===== src/rtl/min_frame_loader.sv =====
// Collects 16 four-bit samples into a frame for the min finders, with SOF
// resync, flush padding (4'hF) and a FILL/HOLD handshake with the consumer.
module mfl_slot #(
  parameter int W = 4
) (
  input  logic         clk,
  input  logic         rst_n,
  input  logic         we,
  input  logic         pad,
  input  logic [W-1:0] d,
  output logic [W-1:0] q
);
  always_ff @(posedge clk or negedge rst_n) begin
    if (!rst_n)   q <= '1;
    else if (we)  q <= d;
    else if (pad) q <= '1;
  end
endmodule

module min_frame_loader #(
  parameter int W = 4,
  parameter int N = 16
) (
  input  logic                 clk,
  input  logic                 rst_n,
  input  logic                 in_valid,
  output logic                 in_ready,
  input  logic [W-1:0]         in_data,
  input  logic                 in_sof,
  input  logic                 flush,
  output logic                 frame_valid,
  input  logic                 frame_ack,
  output logic [N*W-1:0]       frame_data,
  output logic [$clog2(N)-1:0] fill_cnt,
  output logic                 resync_err,
  output logic [7:0]           frame_cnt
);
  localparam int CW = $clog2(N);

  typedef enum logic {FILL = 1'b0, HOLD = 1'b1} state_t;

  state_t              state, state_nx;
  logic [CW-1:0]       fill_cnt_nx;
  logic [7:0]          frame_cnt_nx;
  logic                resync_nx;
  logic                hs;
  logic [CW-1:0]       wr_idx;
  logic [CW:0]         pad_from;
  logic                pad_en;
  logic [N-1:0]        we, pad;
  logic [N-1:0][W-1:0] slots;

  assign in_ready = (state == FILL);
  assign hs       = in_valid & in_ready;
  // An SOF sample always restarts the frame at slot 0.
  assign wr_idx   = in_sof ? '0 : fill_cnt;

  always_comb begin
    state_nx     = state;
    fill_cnt_nx  = fill_cnt;
    frame_cnt_nx = frame_cnt;
    resync_nx    = 1'b0;
    pad_en       = 1'b0;
    pad_from     = {1'b0, fill_cnt};
    case (state)
      FILL: begin
        if (hs) begin
          resync_nx   = in_sof && (fill_cnt != '0);
          fill_cnt_nx = wr_idx + 1'b1;
          pad_from    = {1'b0, wr_idx} + 1'b1;
          if (wr_idx == CW'(N-1) || flush) begin
            pad_en       = flush;
            state_nx     = HOLD;
            fill_cnt_nx  = '0;
            frame_cnt_nx = frame_cnt + 8'd1;
          end
        end else if (flush && fill_cnt != '0) begin
          pad_en       = 1'b1;
          state_nx     = HOLD;
          fill_cnt_nx  = '0;
          frame_cnt_nx = frame_cnt + 8'd1;
        end
      end
      HOLD: if (frame_ack) state_nx = FILL;
      default: state_nx = FILL;
    endcase
  end

  always_ff @(posedge clk or negedge rst_n) begin
    if (!rst_n) begin
      state       <= FILL;
      fill_cnt    <= '0;
      frame_cnt   <= '0;
      resync_err  <= 1'b0;
      frame_valid <= 1'b0;
    end else begin
      state       <= state_nx;
      fill_cnt    <= fill_cnt_nx;
      frame_cnt   <= frame_cnt_nx;
      resync_err  <= resync_nx;
      frame_valid <= (state_nx == HOLD);
    end
  end

  for (genvar k = 0; k < N; k++) begin : g_slot
    assign we[k]  = hs && (wr_idx == CW'(k));
    assign pad[k] = pad_en && ((CW+1)'(k) >= pad_from);
    mfl_slot #(.W(W)) u_slot (
      .clk   (clk),
      .rst_n (rst_n),
      .we    (we[k]),
      .pad   (pad[k]),
      .d     (in_data),
      .q     (slots[k])
    );
  end

  assign frame_data = slots;
endmodule

===== config.mk =====
export PLATFORM = sky130hd
export DESIGN_NAME = min_frame_loader
export DESIGN_NICKNAME = d
export VERILOG_FILES = /design/src/rtl/min_frame_loader.sv
export SDC_FILE = /design/constraint.sdc
export NUM_CORES = 1
export LEC_CHECK = 0
export BUFFER_PORTS_ARGS = -buffer_cell sky130_fd_sc_hd__buf_2
export CAP_MARGIN = 20
export CORE_ASPECT_RATIO = 1.5
export CORE_MARGIN = 3
export CORE_UTILIZATION = 53
export DETAILED_ROUTE_END_ITERATION = 6
export PLACE_DENSITY = 0.91
export REMOVE_ABC_BUFFERS = 1
export SKIP_CTS_REPAIR_TIMING = 1
export SLEW_MARGIN = 25
export SYNTH_ARGS = -nofsm -noshare
export SYNTH_HDL_FRONTEND = slang
export SYNTH_SLANG_ARGS = --single-unit

===== constraint.sdc =====
create_clock -name clk -period 2.38 [get_ports clk]
set_input_delay 0 -clock clk [delete_from_list [all_inputs] [get_ports clk]]
set_output_delay 0 -clock clk [all_outputs]
set_load 0.03 [all_outputs]

==> results of run 1 <==
==> cells in the final DEF, fill, tap and decap left out, drive strengths merged, types with 2 or more instances in the layout <==
| cell | netlist | routed |
|---|---|---|
| buf | 8 | 100 |
| nor2 | 88 | 88 |
| dfstp | 64 | 64 |
| a21oi | 49 | 49 |
| nand2 | 28 | 28 |
| nand3 | 18 | 18 |
| clkbuf | 9 | 15 |
| dfrtp | 14 | 14 |
| nor3 | 10 | 10 |
| inv | 8 | 8 |
| o21ai | 8 | 8 |
| a31oi | 7 | 7 |
| nand4 | 6 | 6 |
| xnor2 | 6 | 6 |
| o22ai | 6 | 6 |
| mux2 | 5 | 5 |
| o22a | 5 | 5 |
| and2 | 4 | 4 |
| and3 | 4 | 4 |
| o2bb2ai | 4 | 4 |
| mux2i | 4 | 4 |
| nand2b | 3 | 3 |
| nor4 | 2 | 2 |
| a21o | 2 | 2 |
| nand3b | 2 | 2 |
| o31ai | 2 | 2 |
| dlygate4sd3 | 0 | 2 |
| o211ai | 2 | 2 |
| nor3b | 2 | 2 |
==> registers in the layout (all words and copies together), names as in the netlist <==
register	flops
g_slot.u_slot.q	64
frame_cnt	8
fill_cnt	4
resync_err	1
state	1
==> worst max-delay path by stage <==
stage                     start                    end  slack [ns]  depth (start not counted)
floorplan           fill_cnt[1]  g_slot[9].u_slot.q[2]        0.22                          5
global placement    fill_cnt[0]  g_slot[1].u_slot.q[0]        0.38                          5
detailed placement  fill_cnt[0]  g_slot[6].u_slot.q[2]        0.27                          5
CTS                 fill_cnt[0]  g_slot[6].u_slot.q[2]        0.25                          5
global route        fill_cnt[0]  g_slot[1].u_slot.q[1]        0.03                          5
finish              fill_cnt[0]  g_slot[6].u_slot.q[2]        0.23                          5
==> worst max-delay path: stages, from the launching register on <==
cell and delay, ns:
dfrtp_1 0.39, buf_4 0.20, and4b_1 0.27, a311oi_4 0.71, o21ai_1 0.28, a21oi_1 0.22
==> layer usage <==
layer  GRT usage (%)  vias up  part of all wire (%)
met2            43.8      150                    53
met3            7.48       19                   8.0
met4            10.1        0                   2.2
li1                -     1521                     -
met5               0        -                     0
met1            32.4     1603                    37
==> logic make-up after synthesis <==
group / Yosys count
flops: 78
simple gates: 175
compound gates: 87
buf+inv: 25
fa+ha+maj: 1
xor+xnor: 7
mux: 9
==> power by group <==
part / switching [W] / total, W / internal [W]
clock: 0.000444 / 0.000961 / 0.000516
combinational: 0.00120 / 0.00173 / 0.000533
sequential: 0.000152 / 0.00176 / 0.00160
total: 0.00179 / 0.00445 / 0.00265
==> cell type report <==
| type | instances | area (sq um) |
|---|---|---|
| fill | 516 | 2150 |
| sequential | 78 | 2030 |
| multi-input combinational | 279 | 1520 |
| timing repair buffer | 102 | 563 |
| clock buffer | 15 | 156 |
| tap | 76 | 95.1 |
| clock inverter | 1 | 30.0 |
| inverter | 8 | 30.0 |
==> metrics by stage <==
stage               hold WS [ns]  power, W  utilization (%)  cells  setup WS (ns)
floorplan                 -0.296   0.00292                -    365          0.219
global placement           0.240   0.00345             64.1    541          0.379
detailed placement         0.212   0.00350             64.1    541          0.272
CTS                       -0.164   0.00446             67.0    557          0.247
global route              0.0697   0.00470             67.3    559         0.0298
finish                    0.0710   0.00445             67.3    559          0.227
==> out/qor.yml, run 1 <==
outcome: "finished clean"
clk_pin_slew_worst_paths_ns: 0.07
ir_drop_mv: 0.822
worstHoldPathType: "primary input to async pin"
synth_common_cells: "nor2_1, dfstp_2, a21oi_1"
dr.first_iter.drc_count: 229
cts_tree: "yes"
drv_cap: 0
vias: 3293
setup_viol: 0
grtUsageTotal_pct: 26.5
synth_edf_count: 0
critPathLaunchType: "register"
path_max_fanout: 18
rsz0062_at_grt: "no"
port_buffers: 88
grt_remaining_overflow: 0
ys_seq_elements: 78
post-route-drc-count: 0
drive_above_1_share_pct: 38.7
ys_async_sr_fraction_pct: 100
root_buffer: "clkbuf_8"
end_kind: "register"
synth_area_sq_um: 3660
path_class: "register to register"
ys_seq_area_share_pct: 55.6
grt_antenna_before_repair: 0
ioPinCount: 89
crit_arrival_ns: 2.43
synth_top_area_cell: "dfstp_2"
ff2ff_path_depth: 5
wl_mm: 9.75
slew_headroom_pct: 45.8
skew_ns: 0.00574
timing.rr.start: "fill_cnt[0]"
grt_max_degree: 49
grt_pass1_vias: 3226
grt_pass1_wl_mm: 16.2
cp.required_ns: 2.65
die_area_sq_um: 7950
ys_warn_count: 0
synth_top_family_by_area: "simple AND/OR/NAND/NOR gates"
r2r-end: "g_slot[6].u_slot.q[2]"
power_density_nw_per_um2: 1010
finalSetupTns_ns: 0
synth-simple-area-share_pct: 22.0
worst_slew_pin_slew_ns: 0.802
drv_slew: 0
layout.nets: 489
post_drt_wl_per_cell_um: 17.4
synth_cell_types: 46
fp.dieW_um: 73.8
areaGrowthSynthToFinish_pct: 20.9
clock_latency_ns: 0.35
cts_buffer_depth: 2
yosys-mux-area-fraction_pct: 2.63
gp_congestion: 0.994
synth_xor_area_share_pct: 1.68
placed_area_sq_um: 4220
synth_adder_area_share_pct: 0.342
synth_most_common_cell: "nor2_1"
ant_nets: 0
postLayoutCellArea_sq_um: 4420
finalCritPeriodShare_pct: 90.5
routed_via_density: 5.89
rrSetupSlack_ns: 0.23
avgSynthCellArea_sq_um: 9.57
drt_pass1_iterations: 6
num_rows: 36
hold_violations: 0
cts.sinks: 78
synth_compound_area_share_pct: 14.8
yosysTopAreaCellShare_pct: 46.0
die_h_um: 108
cts_inserted_buffers: 9
core_area_sq_um: 6580
fmax_mhz: 464
htree_levels: 3
syn_inst: 382
synth.area.top_cells: "dfstp_2, dfrtp_1, nor2_1"
p_leak_nw: 1.87
detailed_place_hpwl_mm: 7.12
synth_ff_type: "dfstp_2"
period_minus_slack_ns: 2.15
start_util_pct: 55.6
antennaDiodeCount: 0
No activity file was read; power rests on OpenSTA's default activity.
==> inputs of run 2 (changes only) <==
- CORE_ASPECT_RATIO: 1.5 -> default
- SLEW_MARGIN: 25 -> 15
==> run 2 against run 1 <==
Die area is 0.26% lower. Register-to-register slack worse by 0.11 ns. Critical path depth did not move. Count of clock-buffer cells in the layout fell by 4. Non-clock buffer count is 1 higher. Final area is 0.57% higher. Largest cell class unchanged.
==> out/qor.yml, run 2 (synthesis gave the netlist of run 1 again) <==
start_util_pct: 56.0  # +0.38 points
comb_power_share_pct: 38.3  # -0.6 points
grt_antenna_before_repair: 0  # unchanged
clock_latency_ns: 0.36  # about the same
regMostFlops: "g_slot.u_slot.q"
dr.first_iter.drc_count: 371  # +62%
layout.nets: 490  # +0.20%
worst_slew_pin_slew_ns: 0.807  # +0.00535 ns
detailed_place_hpwl_mm: 6.92  # -2.8%
die_area_sq_um: 7930  # -0.26%
areaGrowthSynthToFinish_pct: 21.6
switchingPower_w: 0.00184  # +2.7%
finalSetupTns_ns: 0  # unchanged
grt_util_met3_pct: 5.35  # -2.1 points
port_buffers: 88  # unchanged
rrSetupSlack_ns: 0.12  # -0.11 ns
end_kind: "register"
vias: 3322  # +0.88%
slew_headroom_pct: 46.2  # +0.40 points
post_drt_wl_per_cell_um: 17.3  # -1.1%
cts_tree: "yes"
cts_buffer_depth: 2  # unchanged
crit_end: "g_slot[5].u_slot.q[3]"
clockPowerShare_pct: 22.3  # +0.7 points
die_h_um: 89.1  # -17%
setup_viol: 0  # unchanged
ant_nets: 0  # unchanged
grt_pass1_vias: 3233  # +0.22%
grt_busiest_layer: "met2"
hold_violations: 0  # unchanged
root_buffer: "clkbuf_8"
grtUsageTotal_pct: 25.6  # -0.96 points
cts.sinks: 78  # unchanged
period_minus_slack_ns: 2.26  # +0.106 ns
fmax_mhz: 443  # -4.7%
final_cell_mix: "nor2_1, buf_2, dfstp_2"
drt_pass1_iterations: 5  # -1
p_leak_nw: 1.88  # +0.40%
routed_via_density: 5.92  # +0.52%
clk_pin_slew_worst_paths_ns: 0.08  # about the same
largestRegisters: "g_slot.u_slot.q x64, frame_cnt x8, fill_cnt x4"
met2_usage_pct: 40.7  # -3.1 points
crit_path_start: "fill_cnt[0]"
path_max_fanout: 18  # unchanged
ff2ff_path_depth: 5  # unchanged
timing.rr.start: "fill_cnt[0]"
core_area_sq_um: 6530  # -0.69%
worstHoldPathType: "primary input to register"
crit_arrival_ns: 2.54  # +0.11 ns
power_density_nw_per_um2: 1010  # +0.34%
cp.required_ns: 2.66  # about the same
p_int_w: 0.00265  # -0.32%
finalCritPeriodShare_pct: 94.9  # +4.5 points
seq_power_share_pct: 39.4  # about the same
ioPinCount: 89  # unchanged
drive_above_1_share_pct: 39.5  # +0.75 points
post-route-drc-count: 0  # unchanged
ir_drop_mv: 0.731  # -11%
fp.dieW_um: 89.1  # +21%
grt_max_degree: 42  # -14%
met1_usage_pct: 34.5  # +2.1 points
antennaDiodeCount: 0  # unchanged
num_rows: 29  # -19%
htree_levels: 3  # unchanged
hold_depth: 3
path_class: "register to register"
skew_ns: 0.00647  # +0.000735 ns
swShare_pct: 41.1  # +0.73 points
gp_congestion: 0.980  # -1.5%
rsz0062_at_grt: "no"
grt_pass1_wl_mm: 15.5  # -4.0%
wl_mm: 9.69  # -0.70%
critPathLaunchType: "register"
holdWs_ns: 0.0595  # -0.0115 ns
drv_cap: 0  # unchanged
drv_slew: 0  # unchanged
outcome: "finished clean"
r2r-end: "g_slot[5].u_slot.q[3]"
grt_remaining_overflow: 0  # unchanged
cts_inserted_buffers: 9  # unchanged
largest_register_ffs: 64  # unchanged
## run 2: power groups by stage
stage	combinational [W]	clock, W	sequential, W
global placement	0.00165	0	0.00177
CTS	0.00170	0.00101	0.00177
detailed placement	0.00170	0	0.00178
floorplan	0.000685	0	0.00223
global route	0.00184	0.00107	0.00179
finish	0.00172	0.000999	0.00177
## run 2: routing by layer
| metal | part of all wire, % | vias up |
|---|---|---|
| met5 | 0 | - |
| li1 | - | 1527 |
| met2 | 49 | 168 |
| met3 | 7.8 | 22 |
| met1 | 41 | 1605 |
| met4 | 2.3 | 0 |
## run 2: worst min-delay path by stage
stage	startpoint	end	slack, ns
floorplan	rst_n	fill_cnt[0]	-0.30
detailed placement	frame_ack	state	0.21
global placement	frame_ack	state	0.20
global route	in_data[0]	g_slot[8].u_slot.q[0]	0.06
finish	in_data[1]	g_slot[12].u_slot.q[1]	0.06
CTS	frame_ack	state	-0.17
## run 2: critical path: stages, from the launching register on
cell and delay (ns):
dfrtp_1 0.38, buf_4 0.19, and4b_1 0.28, a311oi_4 0.77, o21ai_1 0.31, a21oi_1 0.24
## run 2: through the flow
stage	setup slack, ns	utilization (%)	std cells	area, sq um	power, W
floorplan	0.219	-	365	3580	0.00292
finish	0.121	68.1	561	4450	0.00449
detailed placement	0.191	64.6	542	4220	0.00348
global placement	0.321	64.6	542	4220	0.00343
CTS	0.157	67.6	558	4420	0.00448
global route	0.0406	68.1	561	4450	0.00470
## run 2: final cells by class
cell class,count,area (sq um)
Clock inverter,5,58.8
Sequential cell,78,2030
Multi-Input combinational cell,279,1520
Clock buffer,11,141
Tap cell,77,96.3
Fill cell,509,2080
Inverter,8,30.0
Timing Repair Buffer,103,573
==> inputs of run 3 (changes only) <==
- CORE_ASPECT_RATIO: default -> 1.5
- CORE_MARGIN: 3 -> 2
==> run 3 against run 2 <==
Combinational power about the same. Global-route usage grew 0.089 points. Critical path depth unchanged. Non-clock buffer count unchanged.
==> out/qor.yml, run 3 (synthesis gave the netlist of run 1 again) <==
switchingPower_w: 0.00183  # -0.80%
layout.nets: 490  # unchanged
finalCritPeriodShare_pct: 92.5  # -2.4 points
hold_violations: 0  # unchanged
dr_wl_met3_um: 634  # -16%
power_density_nw_per_um2: 1010  # about the same
fp.dieW_um: 71.8  # -19%
worst_slew_pin_slew_ns: 0.785  # -0.0227 ns
critPathLaunchType: "register"
highest_layer: "met4"
outcome: "finished clean"
grt_max_degree: 31  # -26%
grt_pass1_vias: 3104  # -4.0%
ioPinCount: 89  # unchanged
areaGrowthSynthToFinish_pct: 21.2
num_rows: 37  # +28%
worstHoldPathType: "primary input to async pin"
ant_nets: 0  # unchanged
detailed_place_hpwl_mm: 6.92  # about the same
wl_mm: 9.39  # -3.0%
end_kind: "register"
drive_above_1_share_pct: 39.9  # +0.41 points
post_drt_wl_per_cell_um: 16.7  # -3.2%
seq_power_share_pct: 39.6  # +0.2 points
clock_latency_ns: 0.36  # about the same
clockPowerShare_pct: 22.1  # -0.2 points
grt_pass1_wl_mm: 15.0  # -3.3%
drv_slew: 0  # unchanged
fmax_mhz: 454  # +2.6%
core_area_sq_um: 6760  # +3.5%
cts_inserted_buffers: 9  # unchanged
skew_ns: 0.00572  # -0.000752 ns
start_util_pct: 54.1  # -1.9 points
drt_pass1_iterations: 5  # unchanged
final_cell_mix: "nor2_1, buf_2, dfstp_2"
routed_via_density: 5.84  # -1.4%
vias: 3282  # -1.2%
swShare_pct: 40.9  # -0.19 points
finalSetupTns_ns: 0  # unchanged
port_buffers: 88  # unchanged
gp_congestion: 0.956  # -2.5%
path_max_fanout: 16  # -2
p_leak_nw: 1.88  # +0.16%
drv_cap: 0  # unchanged
dr_wl_met2_mm: 4.93  # +4.8%
ir_drop_mv: 0.701  # -4.2%
root_buffer: "clkbuf_8"
die_area_sq_um: 7590  # -4.3%
crit_arrival_ns: 2.49  # -0.05 ns
cts_buffer_depth: 2  # unchanged
cts.sinks: 78  # unchanged
htree_levels: 3  # unchanged
grt_remaining_overflow: 0  # unchanged
wl_met1_mm: 3.54  # -11%
regMostFlops: "g_slot.u_slot.q"
p_int_w: 0.00264  # about the same
grtUsageTotal_pct: 25.7  # +0.089 points
path_class: "register to register"
rsz0062_at_grt: "no"
slew_headroom_pct: 47.7  # +1.5 points
die_h_um: 106  # +19%
cp.required_ns: 2.67  # about the same
antennaDiodeCount: 0  # unchanged
setup_viol: 0  # unchanged
clk_pin_slew_worst_paths_ns: 0.08  # about the same
holdWs_ns: 0.00614  # -0.0534 ns
comb_power_share_pct: 38.3  # about the same
period_minus_slack_ns: 2.20  # -0.0570 ns
largestRegisters: "g_slot.u_slot.q x64, frame_cnt x8, fill_cnt x4"
post-route-drc-count: 0  # unchanged
cts_tree: "yes"
nFillCells: 502  # -1.4%
grt_antenna_before_repair: 0  # unchanged
place_ws_ns: 0.225  # +0.0343 ns
largest_register_ffs: 64  # unchanged
dr.first_iter.drc_count: 257  # -31%
setup_ws_ns: 0.178  # +0.0570 ns
-- run 3: changes by cell type in the layout (fill, tap and decap cells not counted), sizes merged --
cell / change
clkbuf: -1
clkinv: +2
clkinvlp: -1
dlygate4sd3: -1
buf: +1
-- run 3: critical path, stage by stage (launching register included) --
cell      delay [ns]
dfrtp_1         0.40
buf_4           0.18
and4b_1         0.28
a311oi_4        0.76
nand3_1         0.30
a21oi_1         0.21
-- run 3: worst paths after layout --
path | end | slack [ns] | from | cells past startpoint
worst max-delay path | g_slot[1].u_slot.q[3] | 0.18 | fill_cnt[0] | 5
worst min-delay path | g_slot[6].u_slot.q[2] | 0.006 | rst_n | 1
worst min register to register | frame_cnt[7] | 0.49 | frame_cnt[7] | 1
min in group clk | g_slot[11].u_slot.q[1] | 0.04 | in_data[1] | 3
max in group asynchronous | g_slot[0].u_slot.q[1] | 1.92 | rst_n | 2
worst max register to register | g_slot[1].u_slot.q[3] | 0.18 | fill_cnt[0] | 5
-- run 3: final cells by class --
cell class / instances / area (sq um) / share of cell area, %
Multi-Input combinational cell: 279 / 1520 / 34.2
Inverter: 8 / 30.0 / 0.677
Clock inverter: 6 / 61.3 / 1.38
Clock buffer: 10 / 138 / 3.10
Sequential cell: 78 / 2030 / 45.8
Tap cell: 78 / 97.6 / 2.20
Timing Repair Buffer: 103 / 558 / 12.6
-- run 3: per-layer routing --
layer | track usage [%] | vias up
met5 | 0 | -
met4 | 14.3 | 0
met3 | 5.93 | 26
met2 | 42.0 | 152
met1 | 30.7 | 1581
li1 | - | 1523
-- run 3: power groups by stage --
stage | sequential (W) | clock, W | combinational, W
after global routing | 0.00180 | 0.00104 | 0.00183
final | 0.00177 | 0.000990 | 0.00171
after detailed placement | 0.00179 | 0 | 0.00170
after floorplan | 0.00223 | 0 | 0.000685
after global placement | 0.00177 | 0 | 0.00166
after CTS | 0.00177 | 0.00100 | 0.00170
-- run 3: metrics by stage --
stage / cell area [sq um] / cells / util [%] / power (W)
6_report: 4430 / 562 / 65.6 / 0.00447
5_1_grt: 4430 / 562 / 65.6 / 0.00467
4_1_cts: 4410 / 560 / 65.3 / 0.00447
3_5_place_dp: 4210 / 544 / 62.3 / 0.00349
3_3_place_gp: 4210 / 544 / 62.3 / 0.00343
2_1_floorplan: 3580 / 365 / - / 0.00292
